==> config.mk <==
export PLATFORM = sky130hd
export DESIGN_NAME = uart_rx_data_unit
export DESIGN_NICKNAME = d
export VERILOG_FILES = /design/src/rtl/uart_rx_data_unit.sv
export SDC_FILE = /design/constraint.sdc
export NUM_CORES = 1
export LEC_CHECK = 0
export BUFFER_PORTS_ARGS = -buffer_cell sky130_fd_sc_hd__buf_2
export CORE_ASPECT_RATIO = 1.1
export CORE_MARGIN = 8
export CORE_UTILIZATION = 45
export CTS_CLUSTER_SIZE = 30
export DETAILED_ROUTE_END_ITERATION = 16
export PLACE_DENSITY_LB_ADDON = 0.12
export SETUP_SLACK_MARGIN = 0.2
export SYNTH_ARGS = -nofsm -noshare
export SYNTH_HDL_FRONTEND = slang
export SYNTH_SLANG_ARGS = --single-unit
export TNS_END_PERCENT = 5
==> constraint.sdc <==
create_clock -name CLOCK -period 2 [get_ports CLOCK]
set_clock_uncertainty 0.2 [all_clocks]
set_input_delay 0.4 -clock CLOCK [delete_from_list [all_inputs] [get_ports CLOCK]]
set_output_delay 0.4 -clock CLOCK [all_outputs]
set_load 0.05 [all_outputs]
==> src/rtl/uart_rx_data_unit.sv <==
// UART receive datapath: oversampled start-bit qualification, LSB-first shift-in,
// stop-bit check and a READY/DATA_ACK handshake with framing and overrun flags.
module uart_rx_data_unit #(
  parameter int WORD_SIZE       = 8,
  parameter int SAMPLES_PER_BIT = 8
) (
  input  logic                 CLOCK,
  input  logic                 RESET,
  input  logic                 SERIAL_IN,
  input  logic                 DATA_ACK,
  output logic [WORD_SIZE-1:0] RCV_DATAREG,
  output logic                 READY,
  output logic                 ERROR_FRAME,
  output logic                 ERROR_OVERRUN
);

  localparam int SCW = $clog2(SAMPLES_PER_BIT);
  localparam int BCW = $clog2(WORD_SIZE + 1);
  localparam logic [SCW-1:0] SC_HALF = SCW'(SAMPLES_PER_BIT / 2 - 1);
  localparam logic [SCW-1:0] SC_LAST = SCW'(SAMPLES_PER_BIT - 1);
  localparam logic [BCW-1:0] BC_STOP = BCW'(WORD_SIZE);

  typedef enum logic [1:0] {IDLE, STARTING, RECEIVING} state_e;

  state_e               state_q, state_d;
  logic [SCW-1:0]       sample_cnt_q, sample_cnt_d;
  logic [BCW-1:0]       bit_cnt_q, bit_cnt_d;
  logic [WORD_SIZE-1:0] shft_q, shft_d;
  logic [WORD_SIZE-1:0] data_q, data_d;
  logic                 ready_q, ready_d;
  logic                 ferr_q, ferr_d;
  logic                 ovr_q, ovr_d;
  logic                 sample_pt;
  logic                 stop_pt;

  assign sample_pt = (state_q == RECEIVING) && (sample_cnt_q == SC_LAST);
  assign stop_pt   = sample_pt && (bit_cnt_q == BC_STOP);

  always_ff @(posedge CLOCK) begin
    if (!RESET) begin
      state_q      <= IDLE;
      sample_cnt_q <= '0;
      bit_cnt_q    <= '0;
      shft_q       <= '0;
      data_q       <= '0;
      ready_q      <= 1'b0;
      ferr_q       <= 1'b0;
      ovr_q        <= 1'b0;
    end else begin
      state_q      <= state_d;
      sample_cnt_q <= sample_cnt_d;
      bit_cnt_q    <= bit_cnt_d;
      shft_q       <= shft_d;
      data_q       <= data_d;
      ready_q      <= ready_d;
      ferr_q       <= ferr_d;
      ovr_q        <= ovr_d;
    end
  end

  always_comb begin
    state_d = state_q;
    case (state_q)
      IDLE:      if (!SERIAL_IN) state_d = STARTING;
      STARTING: begin
        if (SERIAL_IN)                   state_d = IDLE;
        else if (sample_cnt_q == SC_HALF) state_d = RECEIVING;
      end
      RECEIVING: if (stop_pt) state_d = IDLE;
      default:   state_d = IDLE;
    endcase
  end

  always_comb begin
    sample_cnt_d = sample_cnt_q;
    bit_cnt_d    = bit_cnt_q;
    shft_d       = shft_q;
    data_d       = data_q;
    ready_d      = ready_q;
    ferr_d       = ferr_q;
    ovr_d        = ovr_q;
    case (state_q)
      IDLE: if (!SERIAL_IN) sample_cnt_d = SCW'(1);
      STARTING: begin
        if (!SERIAL_IN) begin
          if (sample_cnt_q == SC_HALF) begin
            sample_cnt_d = '0;
            bit_cnt_d    = '0;
          end else begin
            sample_cnt_d = sample_cnt_q + SCW'(1);
          end
        end
      end
      RECEIVING: begin
        if (sample_pt) begin
          sample_cnt_d = '0;
          if (bit_cnt_q != BC_STOP) begin
            shft_d    = {SERIAL_IN, shft_q[WORD_SIZE-1:1]};
            bit_cnt_d = bit_cnt_q + BCW'(1);
          end
        end else begin
          sample_cnt_d = sample_cnt_q + SCW'(1);
        end
      end
      default: ;
    endcase
    // A completion wins over an acknowledge; the ack then only suppresses overrun.
    if (stop_pt) begin
      data_d  = shft_q;
      ready_d = 1'b1;
      ferr_d  = ~SERIAL_IN;
      ovr_d   = ready_q & ~DATA_ACK;
    end else if (DATA_ACK) begin
      ready_d = 1'b0;
    end
  end

  assign RCV_DATAREG   = data_q;
  assign READY         = ready_q;
  assign ERROR_FRAME   = ferr_q;
  assign ERROR_OVERRUN = ovr_q;

endmodule

Yosys cells after proc, flatten, opt, wreduce, memory -nomap -nowiden. Index checks and enable logic that the tools add are counted.

Input port bits: 4. Bits in registers: 28.

Bitwise operators: 3. Reductions and logical operators: 10. Equality and inequality tests: 13. Add/subtract/negate cells: 2. Muxes and demuxes: 17.

Operators by type and width (number): $mux W4 (4); $mux W3 (4); $ne A2 B2 Y1 const B (5); $pmux W3 S3 (1); $reduce_and A3 Y1 (3); $mux W2 (4); $pmux W4 S2 (1); $pmux W2 S3 (1); $reduce_and A5 Y1 (1); $add A4 B1 Y4 const B (1); $eq A4 B4 Y1 const B (1); $ne A4 B4 Y1 const B (1); $reduce_bool A2 Y1 (2); $add A3 B1 Y3 const B (1); $eq A3 B2 Y1 const B (1); $eq A3 B3 Y1 const B (1); $ne A3 B3 Y1 const B (1); $reduce_bool A3 Y1 (1); $eq A2 B1 Y1 const B (1); $eq A2 B2 Y1 const B (1); $logic_and A1 B1 Y1 (2); $logic_not A2 Y1 (1); $mux W1 (2); $ne A2 B1 Y1 const B (1); other kinds (2) (3).

Longest topological paths before layout.
Word-level depth: 5. Depth in mapped cells: 8. Depth with buffers taken out: 7.

Worst setup path before layout. Ideal clock, no wire load.

Path kind: reg2reg. From: reg bit_cnt_q[0]. To: reg state_q[0]. Buffers on the path: 1. Cell stages (with the launch flop): 8. Slack: 0.298 ns. Data required time: 1.728 ns. Data arrival time: 1.430 ns. Cell sequence: dfxtp_1 -> inv_1 -> ha_1 -> and3b_1 -> buf_6 -> and4_4 -> o221ai_4 -> mux2i_1.

Longest elaborated chain between the ends: 4.

Ends and longest elaborated chain: start: declaration (RTL line 27) `logic [BCW-1:0] bit_cnt_q, bit_cnt_d;`; start signal: assignment (RTL line 52) `bit_cnt_q <= bit_cnt_d;`; $eq A4 B4 Y1 (RTL line 37) `assign stop_pt = sample_pt && (bit_cnt_q == BC_STOP);`; $logic_and A1 B1 Y1 (RTL line 37); $ne A2 B2 Y1 (no line); $reduce_and A3 Y1 (no line); end signal: assignment (RTL line 50) `state_q <= state_d;`; end: declaration (RTL line 25) `state_e state_q, state_d;`.

No other way between the ends. A chain may end at the register's enable or synchronous reset.

Final worst setup path.
From: reg state_q[1]. To: reg bit_cnt_q[2].

Longest elaborated chain between the ends: 4. Elaborated cells on any way between the ends: 10. Classes of those cells: eq/ne: 6; mux: 1; reduce/logical: 3.

Ends and longest elaborated chain: $eq A2 B2 Y1 (RTL line 36, 82); $logic_and A1 B1 Y1 (RTL line 36) `assign sample_pt = (state_q == RECEIVING) && (sample_cnt_q == SC_LAST);`; $ne A2 B2 Y1 (no line); $reduce_and A5 Y1 (no line).

Parallel ways exist; a longest one is shown, timed or not.

==> metrics <==
Global Route Usage Sum=around a tenth; CP max-delay cell=dfxtp_2; outcome=completed; antenna viol nets, final=0; Post-Syn Instances=149; Reg2Reg Depth=6; HPWL Detailed=about 1900 um; share of layout cells above drive strength 1=around 24%; H-tree Lvls=1; CTS Sinks=28; crit share post-route=around 88%; Max Slew Vio Count=0; WS Path Type=reg -> reg; Initial DRC Count=54; Synth area leader=dfxtp_1; num rows=21; CTS root buf=clkbuf_4; Pwr per Cell Area=~700 mW/mm^2; Synthesis Warnings=0; CTS tree=built; CP arrival=about 1.8 ns; Fmax=571.4 MHz; Yosys top cell area share=between 40% and 50%; worst min path class=in -> reg; final worst path period need=around 1.8 ns; pre-CTS worst setup slack=approximately 0.19 ns; die footprint=between 0.005 and 0.006 sq mm; Netlist cell types=35; RSZ-0062 raised after global routing=yes; number of enable flip-flop cells after synthesis=0; Die W=~70 um; Seq cells post-synth=28; top cells by area, synth=dfxtp_1 (41%), mux2i_1 (9.5%), nand2_1 (8.7%), ha_1 (8.2%), nor2b_1 (4.1%); max cap viols=0; number of CTS-inserted buffers=3; port bufs=14; critical-path cell list=inv_1 -> ha_1 -> nand2b_1 -> nor3_2 -> a31o_2 -> o21bai_1; Slowest Stage Delay on Critical Path=0.38 ns; worst slew pin tran=about 0.36 ns; Leakage=~0.0006 uW; sequential area share after synthesis=40.76%; Wirelength per Cell=about 13 um; Worst Path Required=between 2 and 2.5 ns; syn_area_per_cell=between 9 and 10 sq um; DRC=0; clk slew on worst S/H paths=~0.14 ns; hold path cells=4; asr flop ratio synth=0%; Main synth FF type=dfxtp_1; Clock Path Buffers=2; Vias/cell=5.245; ant diodes=0; vias in the first global route=approximately 940; Initial Util=around 46%; vias=~1,000; Largest delay share family, worst path=flip-flops; Core Region=roughly 0.0030 sq mm; final setup fails=0; Post-CTS Hold Fix Bufs=0; IO Count=15; WL final=2586 um; first-pass GRT wire length=4153 um; CP Depth=6; worst vdd ir=between 600 and 700 uV; Final TNS setup=0 ns; Critical Path Fanout Max=7; Max-slew headroom=about three quarters; CP startpoint kind=register; Chip Height=around 74 um; most frequent cells in the layout=nand2_1 (32), dfxtp_1 (25), buf_2 (14); Mapped Area=between 0.001 and 0.0015 sq mm; worst path bufs/invs=1; Worst-Skew Late Latency=about 0.31 ns; Crit. End Element=register; commonest non-fill, non-tap cell in the layout=nand2_1; largest net degree at the start of global routing=17; Final nets=181; Overflow after GRT=0; first drt pass iteration count=4; initial antenna violation count=0; final hold violation count=0; Worst Slack Setup Final=0.2499 ns; Area Growth Syn to Fin=14.56%; net count after synthesis=roughly 160; GPL Wtd Cong=between 0.7 and 0.8
-- cell type report --
class                   count  area (sq um)
fillers                   294          1394
multi-input cells         105         780.7
flip-flops and latches     28         564.3
repair buffers             20         127.6
well taps                  34         42.54
inverters                  10         37.54
clock buffers               3         22.52
-- metal layers --
layer,share of wire (%),wire length (um),track usage (%)
met1,46,1177,12.54
met2,50,1303,17.37
met3,2.7,69,2.259
met4,1.4,35,3.795
met5,0,0,0
-- worst min-delay path, stage by stage --
cell	delay (ns)
buf_2	0.07
nor2b_1	0.04
nand2_1	0.06
a21boi_1	0.05
-- flip-flops by register name, summed over array words and instances, names as in the netlist --
signal / cells
READY: 1
state_q: 2
bit_cnt_q: 4
RCV_DATAREG: 8
ERROR_OVERRUN: 1
ERROR_FRAME: 1
shft_q: 8
sample_cnt_q: 3
-- Yosys cell counts (2+ instances only) --
| library cell | number |
|---|---|
| nor3_1 | 3 |
| ha_1 | 9 |
| nand3_1 | 4 |
| nand2b_1 | 2 |
| dfxtp_1 | 28 |
| o211a_1 | 2 |
| mux2i_1 | 13 |
| clkbuf_1 | 4 |
| nand2_1 | 32 |
| and2_1 | 2 |
| buf_6 | 2 |
| inv_1 | 10 |
| a21boi_0 | 2 |
| nor2b_1 | 9 |
| a21boi_1 | 7 |
-- timing repair --
action                                  in CTS  in global routing
cloned                                       0                  1
buffers inserted                             1                  1
gates resized for setup                      1                 11
endpoints found under the setup margin      11                 16
pin swaps                                    1                  1
-- path summary, 6_finish.rpt --
kind	from	slack [ns]	end
setup / recovery	state_q[1]	0.25	bit_cnt_q[2]
hold / removal	DATA_ACK	0.14	ERROR_OVERRUN
setup reg to reg	state_q[1]	0.25	bit_cnt_q[2]
hold reg to reg	RCV_DATAREG[7]	0.26	RCV_DATAREG[7]
-- power breakdown --
| part | leakage, uW | internal [uW] | switching [uW] |
|---|---|---|---|
| Clock | 0.0000138 | 70.4 | 148 |
| Combinational | 0.000355 | 119 | 149 |
| Sequential | 0.000228 | 578 | 26.0 |
| Total | 0.000596 | 767 | 322 |
-- kinds of logic (layout without fill, tap and decap cells) --
kind of cell | count (synthesis) | after routing | share of synthesized area, %
adders and majority gates | 9 | 9 | 8.189
AOI/OAI and AO/OA | 23 | 23 | 14.56
DFF | 28 | 28 | 40.76
and+or+nand+nor | 59 | 60 | 21.20
muxes | 13 | 13 | 9.463
buffers and inverters | 17 | 33 | 5.823
-- per-stage QoR --
step | utilization, % | total power [uW] | instances | hold WS [ns] | area, sq um
after floorplan | - | 806.6 | 149 | 0.2301 | 1375
after global placement | 49.68 | 853.2 | 194 | 0.2392 | 1475
after detailed placement | 49.68 | 860.2 | 194 | 0.2425 | 1475
after CTS | 51.16 | 1081 | 198 | 0.1361 | 1519
after global routing | 53.06 | 1157 | 200 | 0.1316 | 1575
final | 53.06 | 1089 | 200 | 0.1435 | 1575
Note: power is estimated with default switching activity, not from simulation.
